File: src/rtl/inst_encoder.sv
// RV32I instruction packer: fields + signed immediate in, range-checked word plus load address out.
// Latency 1 cycle through one output register; in_ready = !out_valid || out_ready.
module inst_encoder #(
    parameter logic [31:0] BASE_ADDR = 32'h0000_0000,
    parameter logic [31:0] ADDR_STEP = 32'd4
) (
    input  logic        clk,
    input  logic        rst,
    input  logic        restart,
    input  logic        in_valid,
    output logic        in_ready,
    input  logic [6:0]  opcode,
    input  logic [4:0]  rd,
    input  logic [4:0]  rs1,
    input  logic [4:0]  rs2,
    input  logic [2:0]  funct3,
    input  logic [6:0]  funct7,
    input  logic [31:0] imm,
    output logic        out_valid,
    input  logic        out_ready,
    output logic [31:0] out_inst,
    output logic [31:0] out_addr,
    output logic        out_err,
    output logic [7:0]  err_count
);

    localparam logic [6:0] OPC_LOAD   = 7'b000_0011;
    localparam logic [6:0] OPC_OP_IMM = 7'b001_0011;
    localparam logic [6:0] OPC_AUIPC  = 7'b001_0111;
    localparam logic [6:0] OPC_STORE  = 7'b010_0011;
    localparam logic [6:0] OPC_OP     = 7'b011_0011;
    localparam logic [6:0] OPC_LUI    = 7'b011_0111;
    localparam logic [6:0] OPC_BRANCH = 7'b110_0011;
    localparam logic [6:0] OPC_JALR   = 7'b110_0111;
    localparam logic [6:0] OPC_JAL    = 7'b110_1111;
    localparam logic [31:0] INST_NOP  = 32'h0000_0013;

    logic        out_valid_q, out_valid_d;
    logic [31:0] out_inst_q, out_inst_d;
    logic [31:0] out_addr_q, out_addr_d;
    logic        out_err_q, out_err_d;
    logic [7:0]  err_cnt_q, err_cnt_d;
    logic [31:0] addr_cnt_q, addr_cnt_d;

    logic        xfer, out_hs;
    logic [31:0] enc_inst;
    logic        enc_err;

    logic signed [31:0] imm_s;
    logic imm12_ok, shamt_ok, br_ok, jal_ok, upper_ok;

    assign imm_s    = imm;
    assign imm12_ok = (imm_s >= -32'sd2048) && (imm_s <= 32'sd2047);
    assign shamt_ok = (imm_s >= 32'sd0) && (imm_s <= 32'sd31);
    assign br_ok    = (imm_s >= -32'sd4096) && (imm_s <= 32'sd4094) && !imm[0];
    assign jal_ok   = (imm_s >= -32'sd1048576) && (imm_s <= 32'sd1048574) && !imm[0];
    assign upper_ok = (imm[11:0] == 12'h000);

    // Out-of-range immediates are still packed from their low bits; only the flag marks them.
    always_comb begin
        enc_inst = INST_NOP;
        enc_err  = 1'b1;
        case (opcode)
            OPC_LOAD, OPC_JALR: begin
                enc_inst = {imm[11:0], rs1, funct3, rd, opcode};
                enc_err  = !imm12_ok;
            end
            OPC_OP_IMM: begin
                if (funct3 == 3'b001 || funct3 == 3'b101) begin
                    enc_inst = {funct7, imm[4:0], rs1, funct3, rd, opcode};
                    enc_err  = !shamt_ok;
                end else begin
                    enc_inst = {imm[11:0], rs1, funct3, rd, opcode};
                    enc_err  = !imm12_ok;
                end
            end
            OPC_STORE: begin
                enc_inst = {imm[11:5], rs2, rs1, funct3, imm[4:0], opcode};
                enc_err  = !imm12_ok;
            end
            OPC_BRANCH: begin
                enc_inst = {imm[12], imm[10:5], rs2, rs1, funct3, imm[4:1], imm[11], opcode};
                enc_err  = !br_ok;
            end
            OPC_LUI, OPC_AUIPC: begin
                enc_inst = {imm[31:12], rd, opcode};
                enc_err  = !upper_ok;
            end
            OPC_JAL: begin
                enc_inst = {imm[20], imm[10:1], imm[11], imm[19:12], rd, opcode};
                enc_err  = !jal_ok;
            end
            OPC_OP: begin
                enc_inst = {funct7, rs2, rs1, funct3, rd, opcode};
                enc_err  = 1'b0;
            end
            default: begin
                enc_inst = INST_NOP;
                enc_err  = 1'b1;
            end
        endcase
    end

    assign in_ready = !out_valid_q || out_ready;
    assign xfer     = in_valid && in_ready;
    assign out_hs   = out_valid_q && out_ready;

    // A word accepted this cycle takes the post-update counter, so back-to-back words step by ADDR_STEP.
    always_comb begin
        addr_cnt_d = addr_cnt_q;
        if (restart) begin
            addr_cnt_d = BASE_ADDR;
        end else if (out_hs) begin
            addr_cnt_d = addr_cnt_q + ADDR_STEP;
        end
    end

    always_comb begin
        out_valid_d = out_valid_q;
        out_inst_d  = out_inst_q;
        out_addr_d  = out_addr_q;
        out_err_d   = out_err_q;
        if (xfer) begin
            out_valid_d = 1'b1;
            out_inst_d  = enc_inst;
            out_addr_d  = addr_cnt_d;
            out_err_d   = enc_err;
        end else if (out_hs) begin
            out_valid_d = 1'b0;
        end
    end

    always_comb begin
        err_cnt_d = err_cnt_q;
        if (out_hs && out_err_q && (err_cnt_q != 8'hFF)) begin
            err_cnt_d = err_cnt_q + 8'd1;
        end
    end

    always_ff @(posedge clk or posedge rst) begin
        if (rst) begin
            out_valid_q <= 1'b0;
            out_inst_q  <= 32'h0000_0000;
            out_addr_q  <= BASE_ADDR;
            out_err_q   <= 1'b0;
            err_cnt_q   <= 8'h00;
            addr_cnt_q  <= BASE_ADDR;
        end else begin
            out_valid_q <= out_valid_d;
            out_inst_q  <= out_inst_d;
            out_addr_q  <= out_addr_d;
            out_err_q   <= out_err_d;
            err_cnt_q   <= err_cnt_d;
            addr_cnt_q  <= addr_cnt_d;
        end
    end

    assign out_valid = out_valid_q;
    assign out_inst  = out_inst_q;
    assign out_addr  = out_addr_q;
    assign out_err   = out_err_q;
    assign err_count = err_cnt_q;

endmodule

File: config.mk
export PLATFORM = sky130hd
export DESIGN_NAME = inst_encoder
export DESIGN_NICKNAME = d
export VERILOG_FILES = /design/src/rtl/inst_encoder.sv
export SDC_FILE = /design/constraint.sdc
export NUM_CORES = 1
export LEC_CHECK = 0
export CAP_MARGIN = 20
export CELL_PAD_IN_SITES_DETAIL_PLACEMENT = 1
export CELL_PAD_IN_SITES_GLOBAL_PLACEMENT = 1
export CORE_MARGIN = 5
export CORE_UTILIZATION = 36
export CTS_CLUSTER_SIZE = 16
export DETAILED_ROUTE_END_ITERATION = 16
export MAX_ROUTING_LAYER = met4
export PLACE_DENSITY = 0.77
export REMOVE_ABC_BUFFERS = 1
export SLEW_MARGIN = 30
export SYNTH_ARGS = -nofsm -noshare
export SYNTH_HDL_FRONTEND = slang
export SYNTH_SLANG_ARGS = --single-unit
File: constraint.sdc
create_clock -name clk -period 4.6 [get_ports clk]
set_input_delay 0.69 -clock clk [delete_from_list [all_inputs] [get_ports clk]]
set_output_delay 0.69 -clock clk [all_outputs]
set_load 0.005 [all_outputs]
# == After elaboration in Yosys (flattened, before gate mapping) ==
# Index checks and enable logic that the tools add are counted.
# word_totals
register_bits,106
in_bits,69
out_inout_bits,75
# op_classes
addsub,2
magnitude_cmp,8
eq_ne,12
mux,8
reduce_logical,24
# ops
cell,n
$pmux 32 s7,1
$mux 32,3
$add 32x3->32 const B,1
$ge 32x1->1 const B,1
$ge 32x12->1 const B,1
$ge 32x13->1 const B,1
$ge 32x21->1 const B,1
$le 32x12->1 const B,1
$le 32x13->1 const B,1
$le 32x21->1 const B,1
$le 32x6->1 const B,1
$eq 7x6->1 const B,3
$eq 7x7->1 const B,3
$eq 7x5->1 const B,2
$logic_not 12->1,1
$logic_and 1x1->1,10
$add 8x1->8 const B,1
$ne 8x8->1 const B,1
$eq 7x2->1 const B,1
$logic_not 1->1,7
$pmux 1 s6,1
$reduce_or 2->1,2
$eq 3x1->1 const B,1
$eq 3x3->1 const B,1
4 further kinds,7

# == Logic depth before layout (Yosys ltp) ==
# depth
ltp_word,5
ltp_mapped,8
depth_no_buf,6

# == Worst setup path before layout ==
# OpenSTA, ideal clock, no wires.
# synth_path
path_kind,input -> register
startpoint,in opcode[4]
endpoint,"reg out_inst_q[12], in the netlist out_inst[12]"
arrival_time_ps,1939
required_time_ps,4474
setup_slack_ps,2535
path_stages,8
path_buffers,3
cell_sequence,buf_4 nor2b_4 and4b_1 clkbuf_1 or2_1 buf_2 a221oi_1 nor2_1
# synth_via
elab_chain_cells,3
elab_cells_between_ends,12
cone_classes,eq/ne: 9; mux: 1; reduce/logical: 2
# synth_rtl
item,line_no,text
from (decl),12,"input logic [6:0] opcode,"
"$eq 7x6->1, or another cell as far along",63,case (opcode)
$reduce_or 2->1,63,
$pmux 32 s7 (*),63,
to (signal assigned),150,out_inst_q <= out_inst_d;
to (decl),39,"logic [31:0] out_inst_q, out_inst_d;"
# Every way passes the cells marked *; elsewhere a longest branch is shown, timed or not.
# A chain may end at the register's enable or synchronous reset.

# == Worst setup path in the final report ==
# layout_path
startpoint,in opcode[6]
endpoint,"reg out_inst_q[30], in the netlist out_inst[30]"
# The elaborated chain is that of the path after synthesis.

==> results.tsv <==
stage	metric	value	unit
sta	setup_slack	1850	ps
clock_network	root_buffer	clkbuf_16	
clock_network	holdBufCountCts	0	
global_route	globalRouteTotalUtil	20.0	%
clock_network	cts_resized	0	
power	p_per_area	300	mW/mm²
yosys	ys_seq_area_share	53.0	%
yosys	synth_cells	521	
clock_network	clock_sinks	106	
yosys	synth-edff-count	0	
yosys	synth_area	0.00501	mm²
clock_network	path_clk_slew	70	ps
global_route	grt_antenna_before_repair	0	
global_route	grt_overflow	0	
run	drv_cap	0	
die	die_w	128	µm
power	irDropWorstVdd	0.000172	V
sta	drv_slew	0	
clock_network	clkLatencyLatePin	350	ps
worst_setup_path	startpoint_type	input pin	
layout	fin_nets	725	
worst_hold_path	hold_path_class	register to register	
clock_network	cts_tree	done	
drt	drtAntennaViolNets	0	
drt	drt-initial-drc-count	270	
worst_setup_path	path_max_fanout	22	
die	start_util	36.4	%
global_route	grt_pass1_vias	4941	
layout	drive_above_1_share	5.92	%
yosys	async_reset_ff_share	100	%
layout	diodes	0	
worst_setup_path	cp.required	4820	ps
clock_network	cts_buffer_depth	2	
drt	wl_per_cell	18.4	µm
yosys	avgSynthCellArea	9.61	µm²
sta	min_period_over_period	59.9	%
clock_network	cts_max_level	3	
worst_setup_path	cp.arrival	2970	ps
die	coreArea	0.0138	mm²
drt	drc	0	
sta	final.setup.tns	0	ps
die	io_pins	144	
worst_setup_path	endpoint_kind	register	
sta	slew_headroom	38.3	%
yosys	ys.flop_type	dfrtp_1	
sta	finalSetupViolations	0	
placement	place_congestion	0.854	
global_route	grt_pass1_wl	25700	µm
sta	final-hold-violation-count	0	
clock_network	post_cts_buffers	0	
drt	dr.pass1.iters	4	
sta	rsz0062_at_grt	no	
sta	min_period	2750	ps
die	die_area	0.0164	mm²
sta	clock.fmax	363	MHz
drt	dr_total_vias	4482	
worst_setup_path	critical_path_class	input pin to register	
yosys	ys_warn_count	0	
die	row_count	43	
power	p_leak	2.84	nW
layout	syn_to_final_growth	37.2	%
placement	place_worst_setup_slack	1490	ps
placement	place_hpwl	11500	µm
outcome	outcome	finished clean	
clock_network	cts_buffers	9	
yosys	synth.distinct_cells	56	
sta	worstMarginPinSlew	919	ps
drt	wirelength	15500	µm
sta	skew	11.7	ps
die	die_y	128	µm
yosys	synth_seq_cells	106	
placement	io_buffers	143	
drt	routed_via_density	5.34	
global_route	grt_max_degree	84	
[worst max-delay path, cell delays in order]
cell,delay [ps]
clkdlybuf4s50_1,860
a21oi_1,150
o21bai_1,160
a211o_1,600
nor2_2,170
a221o_1,340
[routing by layer]
layer	vias to the layer above	global-route usage, %	share of wire, %
li1	2101	-	-
met1	2223	25.9	44
met2	141	32.6	50
met3	17	3.08	4.7
met4	0	5.87	1.6
met5	-	-	0
[kinds of logic (layout without fill, tap and decap cells)]
group,Yosys count,in the layout,synth area share [%]
AND/OR/NAND/NOR,246,246,23.6
flip-flops,106,106,53.0
multiplexers,4,4,0.899
XOR/XNOR,36,36,6.30
adder cells (fa/ha/maj),2,2,0.500
buffers and inverters,31,169,2.65
AO/OA/AOI/OAI,96,96,13.1
[where the power goes]
group / leakage [nW] / switching (mW) / internal, mW
Combinational: 1.27 / 0.144 / 0.169
Clock: 0.139 / 0.352 / 0.384
Sequential: 1.43 / 0.0417 / 0.973
[stage by stage]
step                hold WS (ps)  instances  utilization (%)  cell area [µm²]  power [mW]
floorplan                    459        496                -             4900        1.14
global placement             452        823             47.8             6590        1.34
detailed placement           460        823             47.9             6590        1.35
CTS                          481        839             49.9             6870        2.09
global route                 490        839             49.9             6870        2.16
finish                       475        839             49.9             6870        2.06
[flip-flops by register name, summed over array words and instances, names as in the netlist]
| signal | count |
|---|---|
| addr_cnt_q | 32 |
| err_count | 8 |
| out_addr | 32 |
| out_err | 1 |
| out_inst | 32 |
| out_valid | 1 |
[cells in the final DEF (no fill, tap or decap), drive strengths merged, types with 12 or more instances in the layout]
master and instances:
xor2 16, nand3 15, clkdlybuf4s50 143, xnor2 20, dfrtp 106, and3 13
o21ai 37, nand4 15, a22oi 12, nor2 81, nand2 82
[final timing paths]
check | depth (start not counted) | from | slack, ps | endpoint
max in group asynchronous | 3 | rst | 2880 | addr_cnt_q[14]$_DFF_PP0_
max | 6 | opcode[6] | 1850 | out_inst[30]$_DFFE_PP0P_
min reg2reg | 1 | out_inst[0]$_DFFE_PP0P_ | 470 | out_inst[0]$_DFFE_PP0P_
max reg2reg | 5 | out_valid$_DFFE_PP0P_ | 2520 | out_inst[30]$_DFFE_PP0P_
min in group asynchronous | 2 | rst | 860 | out_inst[1]$_DFFE_PP0P_
min | 1 | out_inst[0]$_DFFE_PP0P_ | 470 | out_inst[0]$_DFFE_PP0P_
[layout make-up]
| cell class | count | area (µm²) |
|---|---|---|
| Clock buffer | 10 | 239 |
| Timing Repair Buffer | 147 | 1460 |
| Fill cell | 1572 | 6900 |
| Tap cell | 180 | 225 |
| Inverter | 6 | 27.5 |
| Multi-Input combinational cell | 384 | 2220 |
| Clock inverter | 6 | 40.0 |
| Sequential cell | 106 | 2650 |
[Yosys cell counts (all sizes together) (2+ instances only)]
cell type    n  area share, %
a221o        6            1.2
o21ai       37            3.7
clkbuf      13           0.97
nand2       82            6.1
and4         3           0.52
xor2        16            2.8
nand2b       5           0.77
mux2         4           0.90
nor2b        4           0.65
a21oi        9           0.90
xnor2       20            3.5
nand4       15            2.0
a31oi        3           0.50
a221oi       8            1.4
o31ai        5           0.75
nor4         7           0.87
and3        13            1.6
buf         12            1.2
nor3        11            1.6
a22oi       12            1.8
ha           2           0.50
nor2        81            6.1
nand3       15            1.8
a222oi       6            1.2
inv          6           0.45
and2         4           0.50
dfrtp      106             53
Power figures use the tool's default switching activity.
